[config.mk]
export PLATFORM = sky130hd
export DESIGN_NAME = fixed_point_accumulator
export DESIGN_NICKNAME = d
export VERILOG_FILES = /design/src/rtl/fxp_pkg.sv /design/src/rtl/fxp_round_sat.sv /design/src/rtl/fixed_point_accumulator.sv
export SDC_FILE = /design/constraint.sdc
export NUM_CORES = 1
export LEC_CHECK = 0
export BUFFER_PORTS_ARGS = -buffer_cell sky130_fd_sc_hd__buf_2
export CAP_MARGIN = 25
export CORE_ASPECT_RATIO = 0.7
export CORE_UTILIZATION = 40
export CTS_CLUSTER_SIZE = 8
export DETAILED_ROUTE_END_ITERATION = 8
export PLACE_DENSITY = 0.68
export SLEW_MARGIN = 20
export SYNTH_ARGS = -nofsm -noshare
export SYNTH_HDL_FRONTEND = slang
export SYNTH_SLANG_ARGS = --single-unit
[constraint.sdc]
create_clock -name clock -period 8.9 [get_ports clock]
set_input_delay 1.78 -clock clock [delete_from_list [all_inputs] [get_ports clock]]
set_output_delay 1.78 -clock clock [all_outputs]
set_load 0.05 [all_outputs]
[src/rtl/fxp_pkg.sv]
// Shared definitions for the fixed-point solver datapath.
//   FRAC_BITS_DEF : default number of fractional bits in the Q8.8 output
//   Q_MAX / Q_MIN : Q8.8 saturation limits
//   acc_state_t   : accumulator FSM states
//   acc_w_ok      : elaboration check that an accumulator of a given width
//                   cannot wrap for the given maximum row length
package fxp_pkg;

  localparam int unsigned FRAC_BITS_DEF = 8;

  localparam logic [15:0] Q_MAX = 16'h7FFF;
  localparam logic [15:0] Q_MIN = 16'h8000;

  typedef enum logic [1:0] {
    IDLE  = 2'd0,
    ACCUM = 2'd1,
    HOLD  = 2'd2
  } acc_state_t;

  function automatic bit acc_w_ok(input int unsigned acc_w,
                                  input int unsigned max_terms);
    return acc_w >= (32 + $clog2(max_terms));
  endfunction

endpackage

[src/rtl/fxp_round_sat.sv]
// Combinational round / shift / saturate from an ACC_W-bit signed sum to a
// 16-bit signed fixed-point result.
//   sum  : signed accumulator value, FRAC_BITS*2 fractional bits
//   data : round-half-toward-+inf of sum >>> FRAC_BITS, clipped to 16 bits
//   sat  : data was clipped to Q_MAX or Q_MIN
module fxp_round_sat
  import fxp_pkg::*;
#(
  parameter int unsigned ACC_W     = 40,
  parameter int unsigned FRAC_BITS = FRAC_BITS_DEF
) (
  input  logic signed [ACC_W-1:0] sum,
  output logic        [15:0]      data,
  output logic                    sat
);

  // One guard bit so adding the rounding constant can never wrap.
  localparam logic signed [ACC_W:0] HALF   = {{ACC_W{1'b0}}, 1'b1} << (FRAC_BITS - 1);
  localparam logic signed [ACC_W:0] LIM_HI = {{(ACC_W-14){1'b0}}, 15'h7FFF};
  localparam logic signed [ACC_W:0] LIM_LO = ~LIM_HI;

  logic signed [ACC_W:0] biased;
  logic signed [ACC_W:0] shifted;

  always_comb begin
    biased  = $signed({sum[ACC_W-1], sum}) + HALF;
    shifted = biased >>> FRAC_BITS;
    data    = shifted[15:0];
    sat     = 1'b0;
    if (shifted > LIM_HI) begin
      data = Q_MAX;
      sat  = 1'b1;
    end else if (shifted < LIM_LO) begin
      data = Q_MIN;
      sat  = 1'b1;
    end
  end

endmodule

[src/rtl/fixed_point_accumulator.sv]
// Row accumulator for the signed 16x16 multiplier output. Sums the 32-bit
// products of one row and returns one rounded, saturated Q8.8 result per row.
//   clock, aclr        : rising-edge clock, synchronous active-high reset
//   prod_hi, prod_lo   : product bits [31:16] and [15:0]
//   in_valid, in_last  : term present / final term of the row
//   in_ready           : term accepted when in_valid && in_ready
//   out_data, out_sat  : row result and clip flag
//   out_valid, out_ready : result handshake, result held until taken
//   err_len            : sticky, a row ran past MAX_TERMS terms
module fixed_point_accumulator
  import fxp_pkg::*;
#(
  parameter int unsigned FRAC_BITS = FRAC_BITS_DEF,
  parameter int unsigned MAX_TERMS = 256,
  parameter int unsigned ACC_W     = 40
) (
  input  logic        clock,
  input  logic        aclr,
  input  logic [15:0] prod_hi,
  input  logic [15:0] prod_lo,
  input  logic        in_valid,
  input  logic        in_last,
  output logic        in_ready,
  output logic [15:0] out_data,
  output logic        out_sat,
  output logic        out_valid,
  input  logic        out_ready,
  output logic        err_len
);

  localparam int unsigned CNT_W = $clog2(MAX_TERMS + 1);
  localparam logic [CNT_W-1:0] CNT_MAX = CNT_W'(MAX_TERMS);
  localparam logic [CNT_W-1:0] CNT_ONE = CNT_W'(1);

  if (!acc_w_ok(ACC_W, MAX_TERMS)) begin : g_acc_w_check
    $error("ACC_W too narrow for MAX_TERMS");
  end
  if (FRAC_BITS < 1 || FRAC_BITS > 15) begin : g_frac_check
    $error("FRAC_BITS must be in 1..15");
  end

  acc_state_t state, state_n;

  logic signed [ACC_W-1:0] acc;
  logic signed [ACC_W-1:0] prod_ext;
  logic signed [ACC_W-1:0] sum_new;
  logic        [CNT_W-1:0] count;
  logic                    accept;
  logic                    take;
  logic                    first;
  logic        [15:0]      rs_data;
  logic                    rs_sat;

  assign prod_ext  = ACC_W'($signed({prod_hi, prod_lo}));
  assign out_valid = (state == HOLD);
  assign in_ready  = !aclr && (!out_valid || out_ready);
  assign accept    = in_valid && in_ready;
  assign take      = out_valid && out_ready;
  // IDLE and HOLD both mean no partial sum is open, so the term starts a row.
  assign first     = (state != ACCUM);
  assign sum_new   = first ? prod_ext : acc + prod_ext;

  fxp_round_sat #(
    .ACC_W     (ACC_W),
    .FRAC_BITS (FRAC_BITS)
  ) u_round_sat (
    .sum  (sum_new),
    .data (rs_data),
    .sat  (rs_sat)
  );

  always_comb begin
    state_n = state;
    unique case (state)
      IDLE: begin
        if (accept) state_n = in_last ? HOLD : ACCUM;
      end
      ACCUM: begin
        if (accept && in_last) state_n = HOLD;
      end
      HOLD: begin
        // In HOLD a term can only be accepted when the result is also taken.
        if (accept)    state_n = in_last ? HOLD : ACCUM;
        else if (take) state_n = IDLE;
      end
      default: state_n = IDLE;
    endcase
  end

  always_ff @(posedge clock) begin
    if (aclr) begin
      state    <= IDLE;
      acc      <= '0;
      count    <= '0;
      out_data <= '0;
      out_sat  <= 1'b0;
      err_len  <= 1'b0;
    end else begin
      state <= state_n;
      if (accept) begin
        acc <= sum_new;
        if (first)                count <= CNT_ONE;
        else if (count != CNT_MAX) count <= count + CNT_ONE;
        if (!first && !in_last && count == CNT_MAX) err_len <= 1'b1;
      end
      if (accept && in_last) begin
        out_data <= rs_data;
        out_sat  <= rs_sat;
      end else if (take) begin
        out_data <= '0;
        out_sat  <= 1'b0;
      end
    end
  end

endmodule

==> results_dict.tcl, run 1 <==
set metrics [dict create \
    cts_buffer_depth 2 \
    cts.sinks 69 \
    cap_violations 0 \
    drive_gt1_share_pct 12.52 \
    tightest_slew_ns 1.079 \
    netlist_area_um2 7503 \
    max-slew-margin-rel_pct 27.50 \
    initial_core_util_pct 41.20 \
    ys_top_cells_by_area "dfxtp_1, ha_1, nand2_1" \
    cts_buffers 9 \
    wire_per_inst_um 18.85 \
    numPortBuffers 56 \
    diodes 0 \
    die_area_um2 19320 \
    seqPwrFrac_pct 30.1 \
    synth.avg_cell_area_um2 7.264 \
    p_total_mw 1.165 \
    die_w_um 165.7 \
    dp_slack_ns 1.784 \
    yosys_warnings 0 \
    drt_iter0_drc 976 \
    cts_resized 0 \
    crit_chain "buf_2 -> ha_1 -> inv_1 -> fa_1 -> nand2b_1 -> a211oi_4 -> o21ai_2 -> a21oi_1 -> o21ai_0 -> a211oi_2 -> o211ai_1 -> or4_1 -> a2bb2oi_2 -> nor2_2 -> nand2_1 -> or3_1 -> a32o_1" \
    drv_slew 0 \
    max-vdd-ir-drop_mv 0.07093 \
    synthCells 1033 \
    grt_max_degree 70 \
    p_int_mw 0.6736 \
    crit_family "compound AO/OA/AOI/OAI gates" \
    cp_num_buf_inv 2 \
    clk-insertion-delay-late_ns 0.35 \
    num_rows 41 \
    combPwrFrac_pct 40.4 \
    max_freq_ghz 0.1441 \
    vias 7940 \
    worstSetupEndpointType "register" \
    synthDominantCellAreaShare_pct 18.41 \
    grt_overflow 0 \
    grt_util_all_layers_pct 24.75 \
    cp_slowest_cell "nor2_2" \
    async_flop_share_pct 0 \
    hold_viol_final 0 \
    dr.pass1.iters 9 \
    synth_nets 1113 \
    hpwl_um 17820 \
    yosys_register_bits 69 \
    die_h_um 116.6 \
    seq_area_frac_synth_pct 18.41 \
    setup_viol 0 \
    antenna_found_initial 0 \
    stdcell_count 1274 \
    synth_edf_count 0 \
    finalWirelength_um 24010 \
    switching_share_pct 42.20 \
    final_core_util_pct 44.30 \
    cp_data_arrival_time_ns 7.18 \
    place_congestion 0.9817 \
    fin_crit_ns 6.939 \
    yosysTopAreaCell "dfxtp_1" \
    critPathRequiredTime_ns 9.14 \
    setup_tns_ns 0 \
    violations "design-rule violations" \
    cts_max_level 3 \
    worst_slack_ns 1.961 \
    post_cts_buffers 0 \
    grt_pass1_vias 6923 \
    r2r_setup_slack_ns 3.15 \
    dp.cells 1259 \
    power.switching_mw 0.4918 \
    start_kind "primary input" \
    num_io_pins 57 \
    path_clk_slew_ns 0.07 \
    critical_path_class "primary input to register" \
    path_max_fanout 25 \
    viasPerCell 6.232 \
    status "finished, violations left" \
    area_delta_synth_final_pct 7.520 \
    fin_crit_sh_pct 77.97 \
    leakage_nw 3.178 \
    cpPeakStageDelay_ns 0.78 \
    nNetsFinal 1114 \
    powerDensity_nw_per_um2 144.5 \
    drc 8 \
    clock_skew_ns 0.009531 \
    cts_tree "yes" \
    rsz0062_at_grt "false" \
    ys_types 99 \
    coreArea_um2 18210 \
    root_buffer "clkbuf_16" \
    ant_nets 0 \
    grt_pass1_wl_um 38080 \
    yosys_most_used_dff "dfxtp_1" \
    cts_hold_buf 0 \
    hold_path.class "register to register" \
    power.clock.fraction_pct 29.6 \
]
[cells in the mapped netlist, drive strengths merged (5+ instances only)]
cell    number
buf         27
o211a        5
o21ai       80
a31oi        8
nand4       26
a21oi       66
ha          42
xor2        18
clkbuf      43
xnor2       24
and3        15
and2        12
mux2i        6
nor2        73
nand3b      38
nor4         9
o211ai      32
dfxtp       69
nand2b      11
inv         20
a21o        15
nand3       45
o21a        11
or2          5
o31ai       18
nand2      143
or4          9
a211oi      19
or3         28
nor3        40
[per-stage QoR]
stage               instance area, um2  hold WS [ns]
global route                      8068        0.4847
floorplan                         7503        0.4492
CTS                               8068        0.4801
global placement                  7790        0.4511
detailed placement                7801        0.4709
finish                            8068        0.4749
[worst paths after layout]
| path | startpoint | end | cells after the start |
|---|---|---|---|
| min reg2reg | out_data[15] | out_data[15] | 2 |
| max | prod_lo[0] | out_sat | 17 |
| max reg2reg | acc[0] | out_sat | 16 |
| min | out_data[15] | out_data[15] | 2 |
[logic make-up after synthesis]
logic type	after synthesis	synth area share [%]
simple gates	476	34.08
compound gates	305	28.85
fa+ha+maj	43	7.270
xor+xnor	42	4.902
flops	69	18.41
buf+inv	90	5.386
mux	8	1.101
[final cells by class]
class / instances / area [um2]
fill: 1820 / 10140
clock inverter: 5 / 37.54
tap: 236 / 295.3
inverter: 20 / 75.07
timing repair buffer: 60 / 314.1
multi-input combinational: 874 / 5736
clock buffer: 10 / 229.0
sequential: 69 / 1381
[power by group through the flow]
stage | Combinational (mW) | Sequential (mW) | Clock, mW
final | 0.470 | 0.350 | 0.345
after global routing | 0.513 | 0.353 | 0.361
after CTS | 0.459 | 0.350 | 0.348
after detailed placement | 0.456 | 0.356 | 0
after global placement | 0.451 | 0.356 | 0
after floorplan | 0.325 | 0.376 | 0
[metal layers]
metal / up-vias / wire (um) / track usage, %
met5: - / 0 / 0
met4: 0 / 331 / 6.106
met3: 25 / 2597 / 5.998
met2: 392 / 9081 / 33.33
met1: 3676 / 12000 / 38.10
li1: 3847 / - / -
[cell usage in the layout (no fill, tap or decap), types with 5 or more instances in the layout]
| cell | count |
|---|---|
| a211oi_1 | 14 |
| a21o_1 | 15 |
| a21oi_1 | 64 |
| a31oi_1 | 7 |
| and2_1 | 12 |
| and3_1 | 14 |
| buf_2 | 56 |
| clkbuf_16 | 9 |
| dfxtp_1 | 69 |
| ha_1 | 42 |
| inv_1 | 20 |
| mux2i_1 | 6 |
| nand2_1 | 139 |
| nand2b_1 | 10 |
| nand3_1 | 44 |
| nand3b_1 | 38 |
| nand4_1 | 25 |
| nor2_1 | 71 |
| nor3_1 | 39 |
| nor4_1 | 5 |
| o211a_1 | 5 |
| o211ai_1 | 21 |
| o211ai_2 | 11 |
| o21a_1 | 11 |
| o21ai_0 | 70 |
| o21ai_1 | 9 |
| o31ai_1 | 17 |
| or3_1 | 28 |
| or4_1 | 6 |
| xnor2_1 | 24 |
| xor2_1 | 18 |
[worst register-to-register path, cell delays in order, from the launching register on]
cell and delay [ns]:
dfxtp_1 0.33, ha_1 0.22, inv_1 0.07, fa_1 0.38, nand2b_1 0.23, a211oi_4 0.39, o21ai_2 0.17, a21oi_1 0.53
o21ai_0 0.23, a211oi_2 0.51, o211ai_1 0.18, or4_1 0.61, a2bb2oi_2 0.26, nor2_2 0.78, nand2_1 0.14, or3_1 0.35
a32o_1 0.25
[registers in the layout, indices dropped and copies added (netlist names)]
signal	flops
acc	40
out_data	16
count	9
state	2
err_len	1
out_sat	1
Power figures use the tool's default switching activity.
==> inputs of run 2 (changes only) <==
--- a/config.mk
+++ b/config.mk
@@ -5,6 +5,7 @@
 export SDC_FILE = /design/constraint.sdc
 export NUM_CORES = 1
 export LEC_CHECK = 0
+export ABC_AREA = 1
 export BUFFER_PORTS_ARGS = -buffer_cell sky130_fd_sc_hd__buf_2
 export CAP_MARGIN = 25
 export CORE_ASPECT_RATIO = 0.7
==> constraint.sdc (replaced) <==
create_clock -name clock -period 7.1 [get_ports clock]
set_input_delay 1.42 -clock clock [delete_from_list [all_inputs] [get_ports clock]]
set_output_delay 1.42 -clock clock [all_outputs]
set_load 0.05 [all_outputs]
==> run 2 against run 1 <==
The flow now finishes without violations; synthesized area grew 5.6%; clock skew grew 0.0023 ns; sequential cell count unchanged; cell count is 39% higher; sequential share of layout area down 1.3 points; non-clock buffer count stayed put; die area grew 5.6%; setup slack worse by 0.29 ns; combinational power is 36% higher; critical path depth rose by 12; largest cell class unchanged.
==> results_dict.tcl, run 2 <==
set metrics [dict create \
    synth_edf_count 0 \
    cts.sinks 69 \
    dp_slack_ns 1.455 \
    timing.rr.end "out_data[4]" \
    fin_crit_sh_pct 76.42 \
    cp_data_arrival_time_ns 5.65 \
    grt_pass1_vias 8172 \
    initial_core_util_pct 41.44 \
    cts_buffer_depth 2 \
    cts_resized 0 \
    ant_nets 0 \
    synth_most_common_cell "nand2_1" \
    multi_input_area_um2 5559 \
    yosys_register_bits 69 \
    die_area_um2 20390 \
    setup_viol 0 \
    largest_register "acc" \
    rr_startpoint "acc[0]" \
    leakage_nw 4.729 \
    hp-start "count[8]" \
    synthCells 1459 \
    start_kind "primary input" \
    fin_crit_ns 5.426 \
    grt_max_degree 74 \
    num_rows 42 \
    grt_util_all_layers_pct 27.57 \
    root_buffer "clkbuf_16" \
    hold_viol_final 0 \
    critPathRequiredTime_ns 7.32 \
    nNetsFinal 1581 \
    synth_commonest_cells "nand2_1, inv_1, nor2_1" \
    clock_skew_ns 0.01188 \
    cp_slowest_cell "fa_1" \
    cts_hold_buf 0 \
    layout_commonest_cell "nand2_1" \
    stdcell_count 1770 \
    drv_slew 0 \
    worst_slack_ns 1.674 \
    dp.cells 1754 \
    wire_per_inst_um 15.15 \
    numPortBuffers 56 \
    seq_area_frac_synth_pct 17.43 \
    area_delta_synth_final_pct 9.961 \
    async_flop_share_pct 0 \
    drt_iter0_drc 840 \
    grt_overflow 0 \
    path_clk_slew_ns 0.07 \
    clk-insertion-delay-late_ns 0.36 \
    synthDominantCellAreaShare_pct 26.76 \
    r2r_setup_slack_ns 2.49 \
    ys_top_cells_by_area "nand2_1, dfxtp_1, inv_1" \
    hold_path.class "register to register" \
    yosysTopAreaCell "nand2_1" \
    cts_tree "yes" \
    largestRegisters "acc x40, out_data x16, count x9" \
    tightest_slew_ns 0.7877 \
    setup_tns_ns 0 \
    place_congestion 0.9746 \
    netlist_area_um2 7926 \
    ys_types 43 \
    worstSetupEndpointType "register" \
    synth_nets 1539 \
    drive_gt1_share_pct 11.16 \
    hold_depth 1 \
    vias 8986 \
    die_w_um 170.3 \
    critPathLaunch "prod_lo[0]" \
    seqCellArea_um2 1381 \
    max-vdd-ir-drop_mv 0.1554 \
    min_to "count[8]" \
    cts_max_level 3 \
    status "complete, no violations" \
    synth.avg_cell_area_um2 5.433 \
    max_freq_ghz 0.1843 \
    coreArea_um2 19130 \
    cpPeakStageDelay_ns 0.36 \
    dr.pass1.iters 5 \
    critical_path_class "primary input to register" \
    reg2reg_depth 28 \
    grt_pass1_wl_um 43370 \
    yosys_most_used_dff "dfxtp_1" \
    fill_cells 2163 \
    yosys_warnings 0 \
    drc 0 \
    antenna_found_initial 0 \
    die_h_um 119.8 \
    num_io_pins 57 \
    diodes 0 \
    final_cell_mix "nand2_1, inv_1, nor2_1, nand3_1, dfxtp_1" \
    cts_buffers 9 \
    viasPerCell 5.077 \
    path_max_fanout 16 \
    hpwl_um 21660 \
    finalWirelength_um 26820 \
    largest_reg_flops 40 \
    max-slew-margin-rel_pct 47.49 \
    cap_violations 0 \
    rsz0062_at_grt "false" \
    post_cts_buffers 0 \
    cp_common_cell "nand2_1" \
    powerDensity_nw_per_um2 175.3 \
]
[run 2: cell count changes after synthesis, sizes merged, moves of 21 or more]
cell	change
o21ai	-30
nand3b	-27
clkbuf	-27
o211ai	-30
or3	-28
nand3	+74
inv	+204
xnor2	-21
nand2	+443
nor2	+82
[run 2: layout make-up]
cell class                 instances  area share [%]
inverter                         227           9.776
clock inverter                     7          0.6604
timing repair buffer              60           3.560
multi-input combinational       1134           63.78
sequential                        69           15.85
clock buffer                       9           2.584
tap                              264           3.790
[run 2: critical path, delay by kind of cell]
family	cells	cell delay [ns]
compound gates	1	0.05
simple gates	22	2.93
fa+ha+maj	2	0.61
buf+inv	4	0.60
[run 2: per-layer routing]
metal	up-vias	GRT usage [%]	share of wire (%)
li1	4649	-	-
met1	3955	40.59	49
met2	355	40.24	40
met3	27	6.069	9.7
met4	0	6.363	1.7
met5	-	0	0
[run 2: cell families (layout without fill, tap and decap cells)]
kind of cell | Yosys count | after routing | share of synthesized area (%)
and+or+nand+nor | 935 | 935 | 51.24
buffers and inverters | 256 | 303 | 12.60
AOI/OAI and AO/OA | 136 | 136 | 9.645
DFF | 69 | 69 | 17.43
adders and majority gates | 43 | 43 | 6.882
xor gates and xnor gates | 20 | 20 | 2.210
[run 2: worst max-delay path by stage]
stage,endpoint,slack (ns)
floorplan,out_data[0],2.63
global placement,out_data[1],1.37
detailed placement,out_data[12],1.45
CTS,out_data[12],1.82
global route,out_data[10],1.30
finish,out_data[4],1.67
[run 2: per-stage QoR]
stage               hold slack (ns)  util, %  area (um2)  power (mW)
finish                       0.4621    45.57        8716       1.528
global placement             0.4449    44.07        8431       1.070
CTS                          0.4642    45.57        8716       1.524
floorplan                    0.4223        -        7926      0.9043
global route                 0.4973    45.57        8716       1.632
detailed placement           0.4543    44.09        8433       1.069
[run 2: power by group]
part           switching, mW  leakage (nW)  internal (mW)  total (mW)
Sequential            0.0180         0.568          0.416       0.434
Clock                  0.211         0.134          0.242       0.453
Combinational          0.448          4.03          0.193       0.641
Total                  0.677          4.73          0.851        1.53
==> inputs of run 3 (changes only) <==
--- a/config.mk
+++ b/config.mk
@@ -12,7 +12,7 @@
 export CORE_UTILIZATION = 40
 export CTS_CLUSTER_SIZE = 8
 export DETAILED_ROUTE_END_ITERATION = 8
-export PLACE_DENSITY = 0.68
+export PLACE_DENSITY = 0.7
 export SLEW_MARGIN = 20
 export SYNTH_ARGS = -nofsm -noshare
 export SYNTH_HDL_FRONTEND = slang
==> constraint.sdc (replaced) <==
create_clock -name clock -period 4.7 [get_ports clock]
set_input_delay 0.94 -clock clock [delete_from_list [all_inputs] [get_ports clock]]
set_output_delay 0.94 -clock clock [all_outputs]
set_load 0.05 [all_outputs]
==> run 3 against run 2 <==
Sequential cell count unchanged; first-iteration DRC count up 25%; sequential power up 51%; final area up 2.2%; combinational power up 58%; global-route usage up 0.81 points; critical path depth down 4; clock-buffer cell count unchanged; utilization up 1.0 points; clock power up 66%; critical endpoint is now out_data[14]; largest cell class unchanged; largest power group unchanged.
==> results_dict.tcl, run 3 (synthesized netlist as in run 2, its figures left out) <==
set metrics [dict create \
    die_h_um 119.8 \
    die_w_um 170.3 \
    initial_core_util_pct 41.44 \
    largestRegisters "acc x40, out_data x16, count x9" \
    max-slew-margin-rel_pct 61.09 \
    cts_tree "yes" \
    path_clk_slew_ns 0.06 \
    hold_path.class "register to register" \
    cts_hold_buf 0 \
    cts_resized 0 \
    powerDensity_nw_per_um2 271.1 \
    drv_slew 0 \
    use_met3_pct 7.784 \
    worstSetupEndpointType "register" \
    grt_overflow 0 \
    hold_viol_final 0 \
    dr.pass1.iters 6 \
    final_cell_mix "nand2_1, inv_1, nor2_1, nand3_1, dfxtp_1" \
    setup_viol 0 \
    met1_usage_pct 41.01 \
    timing.rr.end "out_data[14]" \
    wire_per_inst_um 15.65 \
    largest_register "acc" \
    dp.cells 1771 \
    start_kind "primary input" \
    num_rows 42 \
    whs_ns 0.4625 \
    final_core_util_pct 46.59 \
    clk-insertion-delay-late_ns 0.35 \
    largest_reg_flops 40 \
    root_buffer "clkbuf_16" \
    max_freq_ghz 0.2283 \
    drc 0 \
    cts_buffer_depth 2 \
    fill_cells 2158 \
    path_max_fanout 8 \
    tightest_slew_ns 0.5792 \
    cts_max_level 3 \
    max-vdd-ir-drop_mv 0.2154 \
    cp_data_arrival_time_ns 4.66 \
    hp-start "out_data[7]" \
    cts.sinks 69 \
    ant_nets 0 \
    dp_slack_ns 0.06431 \
    die_area_um2 20390 \
    rsz0062_at_grt "false" \
    stdcell_count 1788 \
    diodes 0 \
    finalWirelength_um 27990 \
    fin_crit_sh_pct 93.20 \
    grt.busiest_layer "met1" \
    rr_startpoint "acc[28]" \
    critPathLaunch "prod_hi[12]" \
    use_met2_pct 41.01 \
    critPathRequiredTime_ns 4.98 \
    r2r_setup_slack_ns 0.70 \
    reg2reg_depth 24 \
    p_total_mw 2.416 \
    grt_util_all_layers_pct 28.38 \
    leakage_nw 4.845 \
    post_cts_buffers 0 \
    clock_skew_ns 0.01016 \
    place_congestion 1.007 \
    viasPerCell 5.177 \
    numPortBuffers 56 \
    status "complete, no violations" \
    coreArea_um2 19130 \
    post-route-cell-area_um2 8911 \
    cap_violations 0 \
    grt_pass1_vias 8466 \
    hold_depth 2 \
    num_io_pins 57 \
    setup_tns_ns 0 \
    dpl_cell_area_um2 8571 \
    antenna_found_initial 0 \
    worst_slack_ns 0.3197 \
    vias 9256 \
    fin_crit_ns 4.380 \
    critical_path_class "primary input to register" \
    grt_max_degree 64 \
    nNetsFinal 1599 \
    drt_iter0_drc 1046 \
    grt_pass1_wl_um 44410 \
    hpwl_um 22590 \
    layout_commonest_cell "nand2_1" \
    drive_gt1_share_pct 12.27 \
    min_to "out_data[7]" \
    cts_buffers 9 \
    area_delta_synth_final_pct 12.42 \
]
[run 3: cell count changes in the layout (fill, tap and decap cells not counted), sizes merged]
| cell | before | now |
|---|---|---|
| clkinvlp | 2 | 1 |
| buf | 60 | 77 |
| nand2 | 586 | 587 |
| bufinv | 0 | 1 |
| clkinv | 5 | 4 |
| inv | 227 | 228 |
[run 3: worst max path at each step]
stage	endpoint	slack (ns)
3_5_place_dp	out_data[12]	0.06
2_1_floorplan	out_data[0]	0.71
4_1_cts	out_data[12]	0.41
6_report	out_data[14]	0.32
5_1_grt	out_data[14]	0.005
3_3_place_gp	out_data[1]	0.08
[run 3: layout make-up]
| class | instances | area [um2] | area share, % |
|---|---|---|---|
| clock inverter | 7 | 88.84 | 0.9969 |
| clock buffer | 9 | 225.2 | 2.527 |
| timing repair buffer | 77 | 450.4 | 5.055 |
| inverter | 227 | 852.1 | 9.562 |
| multi-input combinational | 1135 | 5583 | 62.65 |
| tap | 264 | 330.3 | 3.707 |
| sequential | 69 | 1381 | 15.50 |
[run 3: per-layer routing]
layer  vias to the layer above  part of all wire, %
met2                       403                   40
li1                       4686                    -
met3                        39                   11
met5                         -                    0
met4                         0                  2.0
met1                      4128                   48
[run 3: worst max-delay path, cell delays in order]
cell and delay, ns:
buf_2 0.11, ha_1 0.46, nand2_1 0.17, nor2_1 0.20, inv_1 0.08, nor2_1 0.25, and2_1 0.23, nand3_1 0.20
nand3_1 0.15, nand2_1 0.05, nand3_1 0.11, nand2_1 0.14, nor2_1 0.22, nand2_1 0.08, nor2_1 0.17, nand4_1 0.11
nand2_1 0.13, nand3_1 0.08, nor2_1 0.17, nand2_2 0.14, nand2_4 0.14, nand2_1 0.08, nand2_1 0.06, nand2_1 0.06
a21oi_2 0.11
[run 3: power breakdown]
part | switching, mW | internal (mW) | leakage (nW)
sequential | 0.0268 | 0.628 | 0.568
clock | 0.326 | 0.426 | 0.152
combinational | 0.699 | 0.310 | 4.13
